$ cat src/rtl/alu_sequencer_pkg.sv
// alu_seq_pkg: shared types and constants for the ALU program sequencer.
//   - state_t   : sequencer FSM states
//   - OP_*      : ALU opcode encodings carried in instruction bits [2:0]
//   - HALT_BIT  : instruction bit that marks a halt (used when ALU_SEQ_HALT_EN is defined)
//   - DATA_W    : width of the Q8.7 operand/result words
//   - INS_W     : instruction width
package alu_seq_pkg;

  localparam int DATA_W   = 16;
  localparam int INS_W    = 8;
  localparam int HALT_BIT = 7;

  localparam logic [2:0] OP_NOP = 3'd0;
  localparam logic [2:0] OP_ADD = 3'd1;
  localparam logic [2:0] OP_SUB = 3'd2;
  localparam logic [2:0] OP_MUL = 3'd3;
  localparam logic [2:0] OP_AND = 3'd4;
  localparam logic [2:0] OP_OR  = 3'd5;
  localparam logic [2:0] OP_NOT = 3'd6;
  localparam logic [2:0] OP_XOR = 3'd7;

  typedef enum logic [2:0] {
    IDLE  = 3'd0,
    FETCH = 3'd1,
    LOAD  = 3'd2,
    EXEC  = 3'd3,
    WB    = 3'd4,
    DONE  = 3'd5
  } state_t;

endpackage

$ cat src/rtl/alu_sequencer_if.sv
// alu_sequencer_if: bus between the program sequencer and the Q8.7 ALU.
//   alu_en_out      sequencer -> ALU  one-cycle execute enable
//   alu_ins_out     sequencer -> ALU  instruction (bits [2:0] opcode)
//   alu_a_out/b_out sequencer -> ALU  signed operands
//   alu_c_in        ALU -> sequencer  signed result (one cycle after enable)
//   alu_c_valid_in  ALU -> sequencer  result valid
// Modports: master = sequencer side, slave = ALU side.
interface alu_sequencer_if
  import alu_seq_pkg::*;
  ();

  logic                     alu_en_out;
  logic [INS_W-1:0]         alu_ins_out;
  logic signed [DATA_W-1:0] alu_a_out;
  logic signed [DATA_W-1:0] alu_b_out;
  logic signed [DATA_W-1:0] alu_c_in;
  logic                     alu_c_valid_in;

  modport master (
    output alu_en_out, alu_ins_out, alu_a_out, alu_b_out,
    input  alu_c_in, alu_c_valid_in
  );

  modport slave (
    input  alu_en_out, alu_ins_out, alu_a_out, alu_b_out,
    output alu_c_in, alu_c_valid_in
  );

endinterface

$ cat src/rtl/alu_sequencer.sv
// alu_sequencer: walks a program of up to 2^AW instructions. Each step fetches
// the instruction and operand pair (1-cycle synchronous-read memories), gives the
// ALU one enabled cycle and writes the result to the output memory at the same
// index. Four cycles per instruction: FETCH, LOAD, EXEC, WB.
//
// Optional feature: define ALU_SEQ_HALT_EN to make instruction bit 7 a halt
// marker (the instruction still executes and writes, then the run ends).
//
// Ports:
//   CLK, RST (async, active-low)
//   start_in, prog_len_in[AW:0]       run request and instruction count
//   busy_out, done_out, err_out       status (err_out sticky until next run)
//   imem_addr_out, imem_data_in       instruction memory read port
//   dmem_addr_out, dmem_a_in/b_in     operand memory read port
//   alu (alu_sequencer_if.master)     ALU enable/instruction/operands/result
//   omem_we_out/addr_out/data_out     result memory write port
module alu_sequencer
  import alu_seq_pkg::*;
#(
  parameter int AW = 4
) (
  input  logic                     CLK,
  input  logic                     RST,
  input  logic                     start_in,
  input  logic [AW:0]              prog_len_in,
  output logic                     busy_out,
  output logic                     done_out,
  output logic                     err_out,
  output logic [AW-1:0]            imem_addr_out,
  input  logic [INS_W-1:0]         imem_data_in,
  output logic [AW-1:0]            dmem_addr_out,
  input  logic signed [DATA_W-1:0] dmem_a_in,
  input  logic signed [DATA_W-1:0] dmem_b_in,
  alu_sequencer_if.master          alu,
  output logic                     omem_we_out,
  output logic [AW-1:0]            omem_addr_out,
  output logic signed [DATA_W-1:0] omem_data_out
);

  state_t                   state_q, state_d;
  logic [AW-1:0]            pc_q, pc_d;
  logic [AW:0]              len_q, len_d;
  logic [INS_W-1:0]         ins_q, ins_d;
  logic signed [DATA_W-1:0] a_q, a_d;
  logic signed [DATA_W-1:0] b_q, b_d;
  logic                     err_q, err_d;
  logic                     busy_q, busy_d;
  logic                     alu_en;
  logic                     is_last;
  logic                     halt;

  // Compared at AW+1 bits so a full 2^AW program ends at pc = 2^AW-1
  // without pc ever wrapping.
  assign is_last = ({1'b0, pc_q} == (len_q - (AW+1)'(1)));

`ifdef ALU_SEQ_HALT_EN
  assign halt = ins_q[HALT_BIT];
`else
  assign halt = 1'b0;
`endif

  always_ff @(posedge CLK or negedge RST) begin
    if (!RST) begin
      state_q <= IDLE;
      pc_q    <= '0;
      len_q   <= '0;
      ins_q   <= '0;
      a_q     <= '0;
      b_q     <= '0;
      err_q   <= 1'b0;
      busy_q  <= 1'b0;
    end else begin
      state_q <= state_d;
      pc_q    <= pc_d;
      len_q   <= len_d;
      ins_q   <= ins_d;
      a_q     <= a_d;
      b_q     <= b_d;
      err_q   <= err_d;
      busy_q  <= busy_d;
    end
  end

  always_comb begin
    state_d       = state_q;
    pc_d          = pc_q;
    len_d         = len_q;
    ins_d         = ins_q;
    a_d           = a_q;
    b_d           = b_q;
    err_d         = err_q;
    busy_d        = busy_q;
    alu_en        = 1'b0;
    omem_we_out   = 1'b0;
    omem_data_out = '0;
    done_out      = 1'b0;

    case (state_q)
      IDLE: begin
        if (start_in) begin
          if (prog_len_in != '0) begin
            len_d   = prog_len_in;
            pc_d    = '0;
            err_d   = 1'b0;
            busy_d  = 1'b1;
            state_d = FETCH;
          end else begin
            // Empty program: report completion without touching memories.
            state_d = DONE;
          end
        end
      end
      FETCH: state_d = LOAD;
      LOAD: begin
        ins_d   = imem_data_in;
        a_d     = dmem_a_in;
        b_d     = dmem_b_in;
        state_d = EXEC;
      end
      EXEC: begin
        alu_en  = 1'b1;
        state_d = WB;
      end
      WB: begin
        if (alu.alu_c_valid_in) begin
          omem_we_out   = 1'b1;
          omem_data_out = alu.alu_c_in;
          if (is_last || halt) begin
            state_d = DONE;
          end else begin
            pc_d    = pc_q + 1'b1;
            state_d = FETCH;
          end
        end else begin
          // Missing result aborts the run and is remembered until the next run.
          err_d   = 1'b1;
          state_d = DONE;
        end
      end
      DONE: begin
        done_out = 1'b1;
        busy_d   = 1'b0;
        state_d  = IDLE;
      end
      default: state_d = IDLE;
    endcase
  end

  // Addresses follow pc directly; the memories only act on them in FETCH/WB.
  assign imem_addr_out   = pc_q;
  assign dmem_addr_out   = pc_q;
  assign omem_addr_out   = pc_q;
  assign busy_out        = busy_q;
  assign err_out         = err_q;

  // Operand registers hold their values outside EXEC, so the ALU inputs do too.
  assign alu.alu_en_out  = alu_en;
  assign alu.alu_ins_out = ins_q;
  assign alu.alu_a_out   = a_q;
  assign alu.alu_b_out   = b_q;

endmodule
$ cat src/flat_wrapper.sv
// flat-port wrapper written by rule: the top's interface ports become plain ports
module alu_sequencer_flat import alu_seq_pkg::*;
#(
  parameter int AW = 4
)
  (CLK, RST, start_in, prog_len_in, busy_out, done_out, err_out, imem_addr_out, imem_data_in, dmem_addr_out, dmem_a_in, dmem_b_in, omem_we_out, omem_addr_out, omem_data_out, alu_alu_en_out, alu_alu_ins_out, alu_alu_a_out, alu_alu_b_out, alu_alu_c_in, alu_alu_c_valid_in);
  alu_sequencer_if alu_i ();
  input  logic CLK;
  input  logic RST;
  input  logic start_in;
  input  logic [AW:0] prog_len_in;
  output logic busy_out;
  output logic done_out;
  output logic err_out;
  output logic [AW-1:0] imem_addr_out;
  input  logic [INS_W-1:0] imem_data_in;
  output logic [AW-1:0] dmem_addr_out;
  input  logic signed [DATA_W-1:0] dmem_a_in;
  input  logic signed [DATA_W-1:0] dmem_b_in;
  output logic omem_we_out;
  output logic [AW-1:0] omem_addr_out;
  output logic signed [DATA_W-1:0] omem_data_out;
  output wire logic [$bits(alu_i.alu_en_out)-1:0] alu_alu_en_out;
  output wire logic [$bits(alu_i.alu_ins_out)-1:0] alu_alu_ins_out;
  output wire logic [$bits(alu_i.alu_a_out)-1:0] alu_alu_a_out;
  output wire logic [$bits(alu_i.alu_b_out)-1:0] alu_alu_b_out;
  input wire logic [$bits(alu_i.alu_c_in)-1:0] alu_alu_c_in;
  input wire logic [$bits(alu_i.alu_c_valid_in)-1:0] alu_alu_c_valid_in;
  assign alu_alu_en_out = alu_i.alu_en_out;
  assign alu_alu_ins_out = alu_i.alu_ins_out;
  assign alu_alu_a_out = alu_i.alu_a_out;
  assign alu_alu_b_out = alu_i.alu_b_out;
  assign alu_i.alu_c_in = alu_alu_c_in;
  assign alu_i.alu_c_valid_in = alu_alu_c_valid_in;
  alu_sequencer #(.AW(AW)) u_core (.CLK(CLK), .RST(RST), .start_in(start_in), .prog_len_in(prog_len_in), .busy_out(busy_out), .done_out(done_out), .err_out(err_out), .imem_addr_out(imem_addr_out), .imem_data_in(imem_data_in), .dmem_addr_out(dmem_addr_out), .dmem_a_in(dmem_a_in), .dmem_b_in(dmem_b_in), .alu(alu_i), .omem_we_out(omem_we_out), .omem_addr_out(omem_addr_out), .omem_data_out(omem_data_out));
endmodule
$ cat config.mk
export PLATFORM = sky130hd
export DESIGN_NAME = alu_sequencer_flat
export DESIGN_NICKNAME = d
export VERILOG_FILES = /design/src/rtl/alu_sequencer_pkg.sv /design/src/rtl/alu_sequencer_if.sv /design/src/rtl/alu_sequencer.sv /design/src/flat_wrapper.sv
export SDC_FILE = /design/constraint.sdc
export NUM_CORES = 1
export LEC_CHECK = 0
export CAP_MARGIN = 20
export CORE_UTILIZATION = 43
export CTS_BUF_LIST = sky130_fd_sc_hd__clkbuf_8
export DETAILED_ROUTE_END_ITERATION = 10
export MAX_ROUTING_LAYER = met4
export PLACE_DENSITY = 0.89
export SLEW_MARGIN = 40
export SYNTH_ARGS = -nofsm -noshare
export SYNTH_HDL_FRONTEND = slang
export SYNTH_SLANG_ARGS = --single-unit
$ cat constraint.sdc
create_clock -name CLK -period 2.7 [get_ports CLK]
set_input_delay 0.54 -clock CLK [delete_from_list [all_inputs] [get_ports CLK]]
set_output_delay 0.54 -clock CLK [all_outputs]
set_load 0.05 [all_outputs]
==> qor.txt, run 1 <==
Clk Latency, worst-skew pair = 300 ps
Setup Crit Path Kind = input pin to output pin
Reg clk slew, reported paths = 100 ps
antenna-violating nets left = 0
pre-CTS setup slack = 200 ps
vias in the first global route = 2090
WL/cell = 15.3 um
Worst Path Buf+Inv = 2
Via density = 4.85
IO Count = 138
via count = 1907
Rel. slew slack = 0.636
RSZ-0062 raised after global routing = no
fin crit period = 2510 ps
arrival time of the worst setup path = 1970 ps
CP max stage delay = 510 ps
die outline height = 77.4 um
post-CTS resize count = 0
Final Cycle Share = 0.930
Slowest cell on crit path = and3_1
hold_buf cts = 0
leakage power = 1.74 nW
Layout Skew = 8.18 ps
r2r startpoint = u_core.state_q[0]$_DFFE_PN0P_
fin. max-slew vios = 0
CP required = 2160 ps
Finished Layout Cells = 393
kind of cell adding the most delay to the critical path = simple AND/OR/NAND/NOR gates
WL final = 6030 um
Syn Nets = 253
DRC errors left = 0
initial antenna violation count = 0
Slew @ Worst Pin = 547 ps
ratio of cells with drive above 1 in the final layout = 0.231
Power Density = 1320 mW/mm^2
DIE AREA = 0.00600 sq mm
type of origin of the critical path = input pin
GRT Overall Usage = 0.216
Max Cap Viol = 0
post-synth top area share = 0.552
DP Cell Count = 385
setup repair bufs after CTS = 0
first-pass GRT wire length = 9830 um
FF-to-FF setup slack = 730 ps
worst-path fanout max = 18
CTS Buf Count = 5
fmax = 398 MHz
worst hold path class = input pin to async pin
Worst Slack Setup Final = 188 ps
Mapped Area = 0.00245 sq mm
fin nets = 387
CTS Buffer Depth = 2
die width = 77.4 um
grt ovf = 0
mean post-synth cell area = 13.2 sq um
# rows = 27
Mapped Cells = 186
diode count = 0
port buffer count = 137
Final TNS setup = 0 ps
Max VDD drop = 844 uV
Reg2Reg Depth = 6
status = finished, final reports clean
DR iter-0 viols = 66
Synth Register Bits = 54
Setup Viol. Count Final = 0
post-synthesis sequential area ratio = 0.552
Yosys warning count = 0
GP Congestion = 0.700
Max H-tree Level = 2
clk root buf = clkbuf_8
Setup crit end kind = output pin
final hold vios = 0
Initial Util = 0.444
Area Overhead vs Synth = 69.1%
hpwl dp = 4750 um
CP Cell Sequence = clkdlybuf4s50_1 > and3_1 > and2_1 > buf_12
Synth area leader = dfrtp_1
worst flop-to-flop path endpoint = u_core.dmem_addr_out[1]$_DFFE_PN0P_
Core Footprint = 0.00551 sq mm
TritonCTS Sinks = 54
CTS tree = done
largest net degree at the start of global routing = 33
post-synthesis cell type count = 38
drt pass-1 iters = 4
synth top area cells = dfrtp_1, mux2_2, and2_1, buf_4, nand2_1
WHS = 199 ps
## power breakdown
part / total (mW) / switching (mW) / internal [mW] / leakage [nW]
combinational: 3.43 / 2.06 / 1.38 / 1.04
clock: 0.537 / 0.259 / 0.278 / 0.0585
sequential: 1.50 / 0.290 / 1.21 / 0.647
total: 5.47 / 2.60 / 2.87 / 1.74
## area by class of cell
cell class	count	area, sq um
repair buffers	143	1580
fillers	380	1370
flip-flops and latches	54	1350
multi-input cells	113	992
well taps	72	90.1
clock buffers	5	68.8
clock inverters	3	43.8
inverters	3	11.3
## registers in the layout, indices dropped and copies added, names as in the netlist
signal / cells
u_core.alu.alu_a_out: 16
u_core.dmem_addr_out: 4
u_core.state_q: 3
u_core.alu.alu_ins_out: 8
u_core.alu.alu_b_out: 16
u_core.err_out: 1
u_core.len_q: 5
u_core.busy_out: 1
## per-stage QoR
| stage | power (mW) | area, sq um | util |
|---|---|---|---|
| after CTS | 5.52 | 4140 | 0.752 |
| after global placement | 4.88 | 4030 | 0.731 |
| after floorplan | 3.80 | 2450 | - |
| after detailed placement | 4.97 | 4030 | 0.731 |
| final | 5.47 | 4140 | 0.752 |
| after global routing | 5.73 | 4140 | 0.752 |
## cell usage in the layout, fill, tap and decap left out, drive strengths merged, types with 3 or more instances in the layout
cell type      synthesis  layout
xnor2                  3       3
nand2                 10      10
a22o                   4       4
mux2                  40      40
nor2                   4       4
and2                  16      16
buf                   14      24
xor2                   3       3
clkdlybuf4s50          0     119
dfrtp                 54      54
a21oi                  3       3
inv                    3       4
clkbuf                 2       5
## synth_stat cells
cell type,n
nand2b_1,1
nor2b_1,1
and2_1,16
clkbuf_2,1
o21a_1,1
xor2_1,3
o211ai_4,1
a32o_1,1
nand3_1,2
ha_1,2
mux2_2,37
a21oi_1,3
and3b_1,2
o21ai_4,1
a211oi_1,1
dfrtp_1,54
o21ai_0,1
nor4bb_1,1
buf_2,6
nand4b_1,1
a31oi_1,1
nor3_1,2
nand3b_1,2
nor4b_4,1
and3_1,2
inv_1,3
or4_4,1
nand2_1,10
mux2i_1,2
buf_4,8
nor4b_1,1
nor2_1,4
xnor2_1,3
nor3b_2,1
a22o_1,4
mux2_1,3
and4_1,1
clkbuf_1,1
## how the worst max path moves through the flow
| stage | start | end | depth (start not counted) |
|---|---|---|---|
| finish | alu_alu_c_valid_in | omem_data_out[9] | 4 |
| global route | u_core.state_q[0]$_DFFE_PN0P_ | omem_data_out[5] | 4 |
| CTS | alu_alu_c_valid_in | omem_data_out[9] | 4 |
| detailed placement | alu_alu_c_valid_in | omem_data_out[9] | 4 |
| global placement | alu_alu_c_valid_in | omem_data_out[0] | 4 |
| floorplan | u_core.state_q[1]$_DFFE_PN0P_ | omem_data_out[10] | 5 |
## logic make-up after synthesis
| kind of cell | count (synthesis) | synth area share |
|---|---|---|
| simple gates | 49 | 0.128 |
| fa+ha+maj | 2 | 0.0102 |
| mux | 42 | 0.192 |
| compound gates | 14 | 0.0506 |
| xor+xnor | 6 | 0.0215 |
| flops | 54 | 0.552 |
| buf+inv | 19 | 0.0450 |
## per-layer routing
metal | up-vias | track usage | part of all wire
met5 | - | - | 0
met4 | 0 | 0.0642 | 0.0088
met3 | 6 | 0.0506 | 0.046
met2 | 72 | 0.352 | 0.51
met1 | 922 | 0.266 | 0.43
li1 | 907 | - | -
Note: power is estimated with default switching activity, not from simulation.
==> run 2, diff against run 1 <==
PLACE_DENSITY = 0.95   (was 0.89)
==> qor.txt, run 2 (synthesis gave the netlist of run 1 again) <==
initial antenna violation count = 0 (unchanged)
Comb power frac = 0.635 (+0.008)
fmax = 388 MHz (-2.5%)
Final Cycle Share = 0.954 (+0.0238)
fin. max-slew vios = 0 (unchanged)
DRC errors left = 0 (unchanged)
drt pass-1 iters = 4 (unchanged)
WL/cell = 16.1 um (+4.7%)
Area Overhead vs Synth = 68.9%
arrival time of the worst setup path = 2040 ps (+70 ps)
Power Density = 1310 mW/mm^2 (-0.77%)
hpwl dp = 4900 um (+3.2%)
final core utilization = 0.751 (-0.000909)
Layout Skew = 2.83 ps (-5.36 ps)
first-pass GRT wire length = 10300 um (+5.0%)
area of the multi-input gates = 992 sq um (unchanged)
Reg clk slew, reported paths = 90 ps (about the same)
commonest cells after routing, fill and taps aside = clkdlybuf4s50_1, dfrtp_1, mux2_2
Power Internal = 2.79 mW (-2.5%)
worst-path fanout max = 18 (unchanged)
type of origin of the critical path = flip-flop
CTS tree = done
Via density = 5.08 (+4.7%)
TritonCTS Sinks = 54 (unchanged)
Max Cap Viol = 0 (unchanged)
DR iter-0 viols = 80 (+21%)
clk root buf = clkbuf_8
IO Count = 138 (unchanged)
final hold vios = 0 (unchanged)
CP required = 2160 ps (about the same)
Sw Share = 0.485 (+0.00875)
CTS Buffer Depth = 2 (unchanged)
Core Footprint = 0.00551 sq mm (unchanged)
CP Cell Sequence = nor2_1 > and3_1 > and2_1 > buf_12
antenna-violating nets left = 0 (unchanged)
Setup crit end kind = output pin
Reg power frac = 0.280 (+0.006)
ratio of cells with drive above 1 in the final layout = 0.227 (-0.00312)
via count = 1997 (+4.7%)
port buffer count = 137 (unchanged)
Final TNS setup = 0 ps (unchanged)
Initial Util = 0.444 (unchanged)
DIE AREA = 0.00600 sq mm (unchanged)
Rel. slew slack = 0.648 (+0.0128)
largest net degree at the start of global routing = 55 (+67%)
post-CTS resize count = 0 (unchanged)
Sequential Area = 0.00135 sq mm (unchanged)
fin nets = 387 (unchanged)
fin crit period = 2580 ps (+64.4 ps)
GRT Overall Usage = 0.228 (+0.0127)
RSZ-0062 raised after global routing = no
vias in the first global route = 2107 (+0.81%)
die outline height = 77.4 um (unchanged)
die width = 77.4 um (unchanged)
commonest non-fill, non-tap cell in the layout = clkdlybuf4s50_1
leakage power = 1.74 nW (about the same)
setup repair bufs after CTS = 0 (unchanged)
FF-to-FF setup slack = 580 ps (-150 ps)
P_sw = 2.63 mW (+0.93%)
hold_buf cts = 0 (unchanged)
status = finished, final reports clean
GP Congestion = 0.800 (+14%)
CP max stage delay = 530 ps (+20 ps)
Clock power frac = 0.085 (-0.013)
diode count = 0 (unchanged)
Slowest cell on crit path = and3_1
Setup Crit Path Kind = flip-flop to output pin
WL final = 6310 um (+4.7%)
Slew @ Worst Pin = 526 ps (-20.9 ps)
Max H-tree Level = 2 (unchanged)
CTS Buf Count = 5 (unchanged)
Fill cells = 362 (-4.7%)
Clk Latency, worst-skew pair = 300 ps (about the same)
grt ovf = 0 (unchanged)
# rows = 27 (unchanged)
Setup Viol. Count Final = 0 (unchanged)
Max VDD drop = 780 uV (-7.5%)
worst hold path class = input pin to async pin
[run 2: cell types whose count changed in the layout (fill, tap and decap cells not counted)]
cell / previous run / this run
clkinv_2: 1 / 0
bufinv_16: 1 / 0
inv_1: 3 / 4
buf_12: 17 / 18
buf_4: 6 / 5
clkbuf_8: 5 / 6
[run 2: power by group through the flow]
stage                     combinational (mW)  clock, mW  sequential [mW]
after detailed placement                3.46          0             1.53
after global routing                    3.59      0.505             1.57
after global placement                  3.37          0             1.49
after CTS                               3.47      0.480             1.52
after floorplan                         1.16          0             2.64
final                                   3.44      0.463             1.52
[run 2: area by class of cell]
cell class / count / share of cell area
timing repair buffer: 143 / 0.386
sequential: 54 / 0.327
multi-input combinational: 113 / 0.240
tap: 72 / 0.0218
clock buffer: 6 / 0.0200
clock inverter: 2 / 0.00303
inverter: 3 / 0.00272
[run 2: path summary, 6_finish.rpt]
path / from / to / cells after the start
max: u_core.state_q[0]$_DFFE_PN0P_ / omem_data_out[6] / 4
min: RST / u_core.alu.alu_b_out[11]$_DFFE_PN0P_ / 2
max reg2reg: u_core.state_q[0]$_DFFE_PN0P_ / u_core.dmem_addr_out[1]$_DFFE_PN0P_ / 6
min reg2reg: u_core.alu.alu_b_out[11]$_DFFE_PN0P_ / u_core.alu.alu_b_out[11]$_DFFE_PN0P_ / 1
max in group asynchronous: RST / u_core.alu.alu_ins_out[7]$_DFFE_PN0P_ / 2
min in group CLK: u_core.alu.alu_b_out[11]$_DFFE_PN0P_ / u_core.alu.alu_b_out[11]$_DFFE_PN0P_ / 1
[run 2: routing by layer]
layer	share of wire	vias to the layer above	GRT usage
met5	0	-	-
met2	0.54	80	0.407
met1	0.39	997	0.256
li1	-	903	-
met3	0.052	17	0.0459
met4	0.022	0	0.0717
[run 2: critical path: cells and delay by family (launching register included)]
family,cells,cell delay (ps)
flops,1,500
buf+inv,1,150
simple gates,3,1090
[run 2: per-stage QoR]
stage	hold slack, ps	instance area (sq um)	cells	power, mW	setup slack, ps
finish	212	4130	393	5.42	124
global placement	468	4040	385	4.87	306
detailed placement	488	4040	385	4.99	250
global route	240	4130	393	5.66	23.8
CTS	226	4130	393	5.47	152
floorplan	244	2450	186	3.80	202
